$ cat config.mk
export PLATFORM = sky130hd
export DESIGN_NAME = trng_ps_reader
export DESIGN_NICKNAME = d
export VERILOG_FILES = /design/src/rtl/trng_pkg.sv /design/src/rtl/trng_ps_reader_sync2.sv /design/src/rtl/trng_ps_reader.sv
export SDC_FILE = /design/constraint.sdc
export NUM_CORES = 1
export LEC_CHECK = 0
export ABC_AREA = 1
export BUFFER_PORTS_ARGS = -buffer_cell sky130_fd_sc_hd__buf_2
export CORE_MARGIN = 10
export CORE_UTILIZATION = 35
export CTS_CLUSTER_SIZE = 20
export DETAILED_ROUTE_END_ITERATION = 10
export GPL_ROUTABILITY_DRIVEN = 0
export PLACE_DENSITY_LB_ADDON = 0.05
export SLEW_MARGIN = 0
export SYNTH_ARGS = -nofsm -noshare
export SYNTH_HDL_FRONTEND = slang
export SYNTH_SLANG_ARGS = --single-unit
export TNS_END_PERCENT = 10
$ cat constraint.sdc
create_clock -name clk -period 2.8 [get_ports clk]
set_input_delay 0.42 -clock clk [delete_from_list [all_inputs] [get_ports clk]]
set_output_delay 0.42 -clock clk [all_outputs]
set_load 0.02 [all_outputs]
$ cat src/rtl/trng_pkg.sv
// -----------------------------------------------------------------------------
// trng_pkg
// Shared definitions for the TRNG read-side logic:
//   - TRNG_DATA_W     : width of one random word held in the output FIFO
//   - TRNG_FIFO_DEPTH : depth of the TRNG output FIFO (fifo64)
//   - rd_state_e      : state encoding of the PS read controller FSM
// -----------------------------------------------------------------------------
package trng_pkg;

  localparam int TRNG_DATA_W     = 64;
  localparam int TRNG_FIFO_DEPTH = 1024;

  // IDLE : no transaction outstanding
  // WAIT : request accepted, waiting for the FIFO to hold a word
  // LAT  : read strobe issued, waiting out the FIFO read latency
  typedef enum logic [1:0] {
    IDLE = 2'd0,
    WAIT = 2'd1,
    LAT  = 2'd2
  } rd_state_e;

  // Saturating increment for the 32-bit successful-read counter.
  function automatic logic [31:0] sat_inc32(input logic [31:0] v);
    return (v == 32'hFFFF_FFFF) ? v : v + 32'd1;
  endfunction

endpackage

$ cat src/rtl/trng_ps_reader_sync2.sv
// -----------------------------------------------------------------------------
// sync2
// Generic two-flop single-bit synchronizer with asynchronous active-low reset.
// Both flops reset to 0.
// Ports:
//   clk   : destination clock
//   rst_n : asynchronous active-low reset
//   d     : asynchronous input bit
//   q     : synchronized output (two destination clock edges of latency)
// -----------------------------------------------------------------------------
module sync2 (
  input  logic clk,
  input  logic rst_n,
  input  logic d,
  output logic q
);

  logic meta_q, meta_d;
  logic sync_q, sync_d;

  always_comb begin
    meta_d = d;
    sync_d = meta_q;
  end

  always_ff @(posedge clk or negedge rst_n) begin
    if (!rst_n) begin
      meta_q <= 1'b0;
      sync_q <= 1'b0;
    end else begin
      meta_q <= meta_d;
      sync_q <= sync_d;
    end
  end

  assign q = sync_q;

endmodule

$ cat src/rtl/trng_ps_reader.sv
// -----------------------------------------------------------------------------
// trng_ps_reader
// Read-side controller for the TRNG output FIFO. Each toggle of ps_req drains
// one word from the FIFO (or times out waiting for one) and answers with a
// toggle of ps_ack, with the word on ps_data. Runs in the 50 MHz TRNG domain.
// Ports:
//   clk           : TRNG clock
//   rst           : asynchronous active-low reset
//   fifo_empty    : FIFO empty flag
//   fifo_rd_en    : one-cycle FIFO read strobe (registered)
//   fifo_dout     : FIFO read data, valid RD_LATENCY cycles after rd_en sample
//   ps_req        : request toggle from GPIO (asynchronous)
//   timeout_limit : empty-wait limit in cycles, 0 = wait forever
//   ps_data       : last captured word (0 after a timeout)
//   ps_ack        : acknowledge toggle
//   ps_busy       : high while a transaction is in progress
//   ps_timeout    : last transaction ended by timeout
//   words_read    : saturating count of successful reads
// -----------------------------------------------------------------------------
module trng_ps_reader
  import trng_pkg::*;
#(
  parameter int DATA_W     = TRNG_DATA_W,
  parameter int RD_LATENCY = 1,
  parameter int TIMEOUT_W  = 16
) (
  input  logic                 clk,
  input  logic                 rst,
  input  logic                 fifo_empty,
  output logic                 fifo_rd_en,
  input  logic [DATA_W-1:0]    fifo_dout,
  input  logic                 ps_req,
  input  logic [TIMEOUT_W-1:0] timeout_limit,
  output logic [DATA_W-1:0]    ps_data,
  output logic                 ps_ack,
  output logic                 ps_busy,
  output logic                 ps_timeout,
  output logic [31:0]          words_read
);

  localparam int LAT_W = 3;

  if (RD_LATENCY < 1 || RD_LATENCY > 4) begin : g_bad_latency
    $error("trng_ps_reader: RD_LATENCY must be in 1..4");
  end

  logic req_s;

  sync2 u_req_sync (
    .clk   (clk),
    .rst_n (rst),
    .d     (ps_req),
    .q     (req_s)
  );

  rd_state_e             state_q,      state_d;
  logic                  rd_en_q,      rd_en_d;
  logic [TIMEOUT_W-1:0]  tmo_cnt_q,    tmo_cnt_d;
  logic [LAT_W-1:0]      lat_cnt_q,    lat_cnt_d;
  logic                  ack_q,        ack_d;
  logic [DATA_W-1:0]     data_q,       data_d;
  logic                  timeout_q,    timeout_d;
  logic [31:0]           words_read_q, words_read_d;

  always_comb begin
    // NOTE: every signal gets a default before the case so no path leaves a
    // variable unassigned, which would otherwise infer a latch.
    state_d      = state_q;
    rd_en_d      = 1'b0;
    tmo_cnt_d    = tmo_cnt_q;
    lat_cnt_d    = lat_cnt_q;
    ack_d        = ack_q;
    data_d       = data_q;
    timeout_d    = timeout_q;
    words_read_d = words_read_q;

    unique case (state_q)
      IDLE: begin
        // Pending while the synchronized request differs from our ack.
        if (req_s != ack_q) begin
          state_d   = WAIT;
          tmo_cnt_d = '0;
          timeout_d = 1'b0;
        end
      end

      WAIT: begin
        if (!fifo_empty) begin
          rd_en_d   = 1'b1;
          lat_cnt_d = '0;
          state_d   = LAT;
        end else begin
          tmo_cnt_d = tmo_cnt_q + TIMEOUT_W'(1);
          // Equality compare against the live limit: lowering it below the
          // current count means waiting for the counter to wrap around.
          if ((timeout_limit != '0) && (tmo_cnt_d == timeout_limit)) begin
            data_d    = '0;
            timeout_d = 1'b1;
            ack_d     = ~ack_q;
            state_d   = IDLE;
          end
        end
      end

      LAT: begin
        // Entered on the edge that registers rd_en; the FIFO samples it one
        // edge later, so data is captured RD_LATENCY+1 edges after entry.
        if (lat_cnt_q == LAT_W'(RD_LATENCY)) begin
          data_d       = fifo_dout;
          ack_d        = ~ack_q;
          words_read_d = sat_inc32(words_read_q);
          state_d      = IDLE;
        end else begin
          lat_cnt_d = lat_cnt_q + LAT_W'(1);
        end
      end

      default: state_d = IDLE;
    endcase
  end

  // NOTE: sequential state uses non-blocking assignments so every flop samples
  // the pre-edge values, independent of statement order.
  always_ff @(posedge clk or negedge rst) begin
    if (!rst) begin
      state_q      <= IDLE;
      rd_en_q      <= 1'b0;
      tmo_cnt_q    <= '0;
      lat_cnt_q    <= '0;
      ack_q        <= 1'b0;
      data_q       <= '0;
      timeout_q    <= 1'b0;
      words_read_q <= '0;
    end else begin
      state_q      <= state_d;
      rd_en_q      <= rd_en_d;
      tmo_cnt_q    <= tmo_cnt_d;
      lat_cnt_q    <= lat_cnt_d;
      ack_q        <= ack_d;
      data_q       <= data_d;
      timeout_q    <= timeout_d;
      words_read_q <= words_read_d;
    end
  end

  assign fifo_rd_en = rd_en_q;
  assign ps_data    = data_q;
  assign ps_ack     = ack_q;
  assign ps_busy    = (state_q != IDLE);
  assign ps_timeout = timeout_q;
  assign words_read = words_read_q;

endmodule

# == Word-level counts from Yosys, hierarchy flattened ==
# Cells that the tools add are included.
# totals
register_bits,122
in_bits,84
output_inout_bits,100
elab_cells,65
# op_classes
add_sub_neg,3
n_eq_ne,13
mux,25
n_bitwise,2
reduce_logical,12
# op_table
op,n
2-to-1 mux 64 bit,3
one-hot mux 64 bit (2 select lines),1
adder 32 x 1 -> 32 bit (second input constant),1
equality test 32 bit (second input constant),1
2-to-1 mux 16 bit,2
one-hot mux 16 bit (2 select lines),1
adder 16 x 1 -> 16 bit (second input constant),1
equality test 16 bit,1
nonzero test 16 bit,1
inequality test 2 bit (second input constant),6
AND reduction 3 bit,4
2-to-1 mux 1 bit,8
2-to-1 mux 2 bit,4
AND reduction 4 bit,2
2-to-1 mux 3 bit,2
one-hot mux 2 bit (3 select lines),1
one-hot mux 3 bit (2 select lines),1
nonzero test 2 bit,3
one-hot mux 1 bit (2 select lines),2
adder 3 x 1 -> 3 bit (second input constant),1
equality test 3 x 1 -> 1 bit (second input constant),1
inequality test 3 bit (second input constant),1
equality test 2 x 1 -> 1 bit (second input constant),1
equality test 2 bit (second input constant),1
4 further kinds,5

# == Depth between registers and ports, before layout ==
# depth
word_depth,6
mapped_depth,18

# == Cells and area by module ==
# A second synthesis with hierarchy kept.
# hier_totals
cells_unflattened,710
area_unflattened_um2,6377.4
# by_module_without_submodules
mod,n_inst,cells_each,area_each_um2
trng_ps_reader,1,708,6327.3
sync2,1,2,50.0

# == Least setup slack after synthesis ==
# Ideal clock, no wire load.
# synth_timing
path_kind,register to register
start,"register words_read_q[0], in the netlist words_read[0]"
end,"register words_read_q[25], in the netlist words_read[25]"
setup_time_ps,132
arrival_time_ps,1914
required_time_ps,2668
setup_slack_ps,754
path_stages_with_launch,12
path_buffers,2
period_less_slack_ps,2046
path_cell_list,dfrtp_1 -> ha_1 -> nand2_1 -> nor2_1 -> nand2_1 -> nor2_1 -> nand2_1 -> nand3_1 -> inv_1 -> clkbuf_1 -> clkbuf_1 -> o21ai_0
# synth_between
elab_chain_len,3
elab_cells_between_ends,4
# synth_lines
element,line,source
start: declaration,trng_ps_reader.sv:63,"logic [31:0] words_read_q, words_read_d;"
start signal: assignment,trng_ps_reader.sv:142,words_read_q <= words_read_d;
branches (longest 3 deep; another with adder 32 x 1 -> 32 bit),-,
# Several ways; the timed one is not identified.
# A chain may end at the register's enable or synchronous reset.

# == Worst setup path in the final report ==
# layout_timing
start,register tmo_cnt_q[1]
end,"register data_q[15], in the netlist ps_data[15]"
# layout_between
elab_chain_len,5
# layout_lines
element,line,source
start: declaration,trng_ps_reader.sv:58,"logic [TIMEOUT_W-1:0] tmo_cnt_q, tmo_cnt_d;"
start signal: assignment,trng_ps_reader.sv:137,tmo_cnt_q <= tmo_cnt_d;
adder 16 x 1 -> 16 bit,trng_ps_reader.sv:93,tmo_cnt_d = tmo_cnt_q + TIMEOUT_W'(1);
equality test 16 bit,trng_ps_reader.sv:96,if ((timeout_limit != '0) && (tmo_cnt_d == timeout_limit)) begin
logical AND 1 bit,trng_ps_reader.sv:96,
inequality test 2 bit (no line),-,
AND reduction 4 bit (no line),-,
end signal: assignment,trng_ps_reader.sv:140,data_q <= data_d;
end: declaration,trng_ps_reader.sv:61,"logic [DATA_W-1:0] data_q, data_d;"
# Every way passes these cells.

==> results.json <==
{
  "status": "finished, final reports clean",
  "slew_viol_final": 0,
  "cp_data_arrival_time_ns": 2.71,
  "cp_max_fo": 24,
  "reg2reg_slack_ns": 0.39,
  "finish.instance_area_um2": 8010,
  "reg2reg_depth": 15,
  "drc": 0,
  "synthCells": 785,
  "portBuffers": 183,
  "cts_resized": 0,
  "fmax_mhz": 414,
  "grt_overflow": 0,
  "most-common-layout-cells": "302 x nand2_1, 182 x buf_2, 122 x dfrtp_1, 63 x inv_1, 53 x nand2_2",
  "grt_pass1_wl_um": 29900,
  "ir_drop_uv": 567,
  "coreArea_um2": 17400,
  "critPathLaunch": "tmo_cnt_q[1]",
  "cts.sinks": 122,
  "finalNetCount": 1069,
  "critPathKind": "flip-flop to flip-flop",
  "powerDensity_nw_per_um2": 879,
  "maxCapViolCount": 0,
  "synth-seq-cells": 122,
  "antenna_cells": 0,
  "worstReg2RegEnd": "ps_data[15]",
  "path_clk_slew_ns": 0.06,
  "reg2reg_from": "tmo_cnt_q[1]",
  "mostFrequentLayoutCell": "nand2_1",
  "period_share_pct": 86.2,
  "p_leak_uw": 0.00430,
  "dieArea_um2": 23600,
  "fin_skew_ns": 0.0131,
  "min_period_ns": 2.41,
  "drive_gt1_share_pct": 29.5,
  "root_buffer": "clkbuf_16",
  "drt-initial-drc-count": 262,
  "dp_slack_ns": 0.402,
  "grt_max_degree": 65,
  "setup_tns_ns": 0,
  "critPathCaptureType": "flip-flop",
  "wire_per_inst_um": 15.1,
  "numCtsBuffers": 17,
  "worst_setup_path_start_kind": "flip-flop",
  "whs_ns": 0.00493,
  "grt_pass1_vias": 5697,
  "cts_tree": "done",
  "worst_slew_pin_slew_ns": 0.688,
  "syn_avg_cell_area_um2": 7.97,
  "synth.distinct_cells": 28,
  "clock_latency_ns": 0.41,
  "final.setup.worst_slack_ns": 0.387,
  "initial_core_util_pct": 35.9,
  "hold_violations": 0,
  "first_pass_iters": 6,
  "drt-total-wl_um": 18400,
  "hpwl_um": 13800,
  "fin_util_pct": 46.0,
  "rsz0062_at_grt": "no",
  "cts_setup_buffers": 0,
  "holdCritPathClass": "input pin to async pin",
  "synth_nets": 873,
  "track_usage_pct": 15.4,
  "io_pins": 184,
  "cts_hold_buf": 0,
  "yosysWarnings": 0,
  "cts-htree-levels": 4,
  "placementRows": 48,
  "endpoint": "ps_data[15]",
  "die_x_um": 154,
  "syn_area_um2": 6250,
  "ys_seq_area_share_pct": 48.8,
  "place_area_um2": 7420,
  "antenna_left": 0,
  "antenna_found_initial": 1,
  "syn2layout_area_growth_pct": 28.1,
  "required_ns": 3.10,
  "via_per_inst": 4.57,
  "num_vias": 5568,
  "finalSetupViolations": 0,
  "die_h_um": 154,
  "slew_headroom_pct": 54.1,
  "clockBufferDepth": 2
}
==> cells by family (layout without fill, tap and decap cells) <==
kind of cell,after synthesis,count (layout),synth area share (%)
AOI/OAI and AO/OA,39,39,3.38
xor gates and xnor gates,34,34,4.76
adders and majority gates,4,4,0.800
buffers and inverters,82,291,6.42
DFF,122,122,48.8
and+or+nand+nor,504,504,35.8
==> cell usage after synthesis <==
cell type | number | share of area [%]
nand2_1 | 302 | 18
dfrtp_1 | 122 | 49
inv_1 | 63 | 3.8
nand2_2 | 53 | 5.3
nor2_1 | 53 | 3.2
nand3_1 | 33 | 2.6
xor2_1 | 28 | 3.9
o21ai_0 | 23 | 1.8
nand4_1 | 20 | 2.0
nor3_1 | 18 | 1.4
clkbuf_1 | 10 | 0.60
o22ai_1 | 10 | 1.0
nor4_1 | 9 | 0.90
xnor2_1 | 6 | 0.84
buf_12 | 5 | 1.6
nand3b_1 | 5 | 0.60
a21oi_1 | 4 | 0.32
ha_1 | 4 | 0.80
nor2_2 | 4 | 0.40
nand2_4 | 3 | 0.54
nor2_4 | 3 | 0.54
buf_1 | 1 | 0.060
buf_2 | 1 | 0.080
buf_8 | 1 | 0.24
clkinv_1 | 1 | 0.060
nand3_2 | 1 | 0.16
o21ai_1 | 1 | 0.080
o21ai_2 | 1 | 0.14
==> how the worst min path moves through the flow <==
| stage | start | to | slack [ns] |
|---|---|---|---|
| 6_report | rst | tmo_cnt_q[10] | 0.005 |
| 5_1_grt | rst | tmo_cnt_q[10] | 0.05 |
| 4_1_cts | rst | tmo_cnt_q[10] | 0.03 |
| 3_5_place_dp | u_req_sync.meta_q | u_req_sync.q | 0.34 |
| 3_3_place_gp | u_req_sync.meta_q | u_req_sync.q | 0.33 |
| 2_1_floorplan | rst | fifo_rd_en | 0.12 |
==> stage by stage <==
stage	power (uW)	cells
after floorplan	4150	785
after global placement	4900	1187
after detailed placement	4910	1187
after CTS	7170	1219
after global routing	7500	1219
final	7040	1219
==> state kept, by name, summed over array words and instances (netlist names) <==
signal             flops
state_q                2
ps_timeout             1
ps_data               64
tmo_cnt_q             16
words_read            32
lat_cnt_q              3
u_req_sync.q           1
fifo_rd_en             1
u_req_sync.meta_q      1
ps_ack                 1
==> worst max-delay path, cell delays in order, from the launching register on <==
cell and delay (ns):
dfrtp_1 0.39, ha_1 0.23, nand3_1 0.14, o21ai_0 0.25
nand2_1 0.12, nand2_1 0.07, nand2_1 0.04, nor2_1 0.13
nand2_1 0.08, nor2_1 0.15, nand3_2 0.13, nand2_4 0.10
nand2_4 0.06, buf_4 0.26, nand2_1 0.10, nand2_1 0.05
==> area by class of cell <==
| cell class | instances | area, um2 |
|---|---|---|
| inverter | 64 | 240 |
| clock buffer | 18 | 439 |
| clock inverter | 14 | 159 |
| multi-input combinational | 581 | 2810 |
| tap | 225 | 282 |
| sequential | 122 | 3050 |
| timing repair buffer | 195 | 1030 |
| fill | 1806 | 9400 |
==> power breakdown <==
group / internal, uW / switching (uW)
logic: 752 / 1630
registers: 2170 / 268
clock network: 1350 / 869
total: 4280 / 2760
==> routing by layer <==
layer  global-route usage (%)  up-vias  part of all wire [%]
li1                         -     2873                     -
met1                     19.6     2540                    46
met2                     24.7      141                    47
met3                     5.47       12                   6.5
met4                     3.42        2                  0.68
met5                        0        -                 0.071
Note: power is estimated with default switching activity, not from simulation.
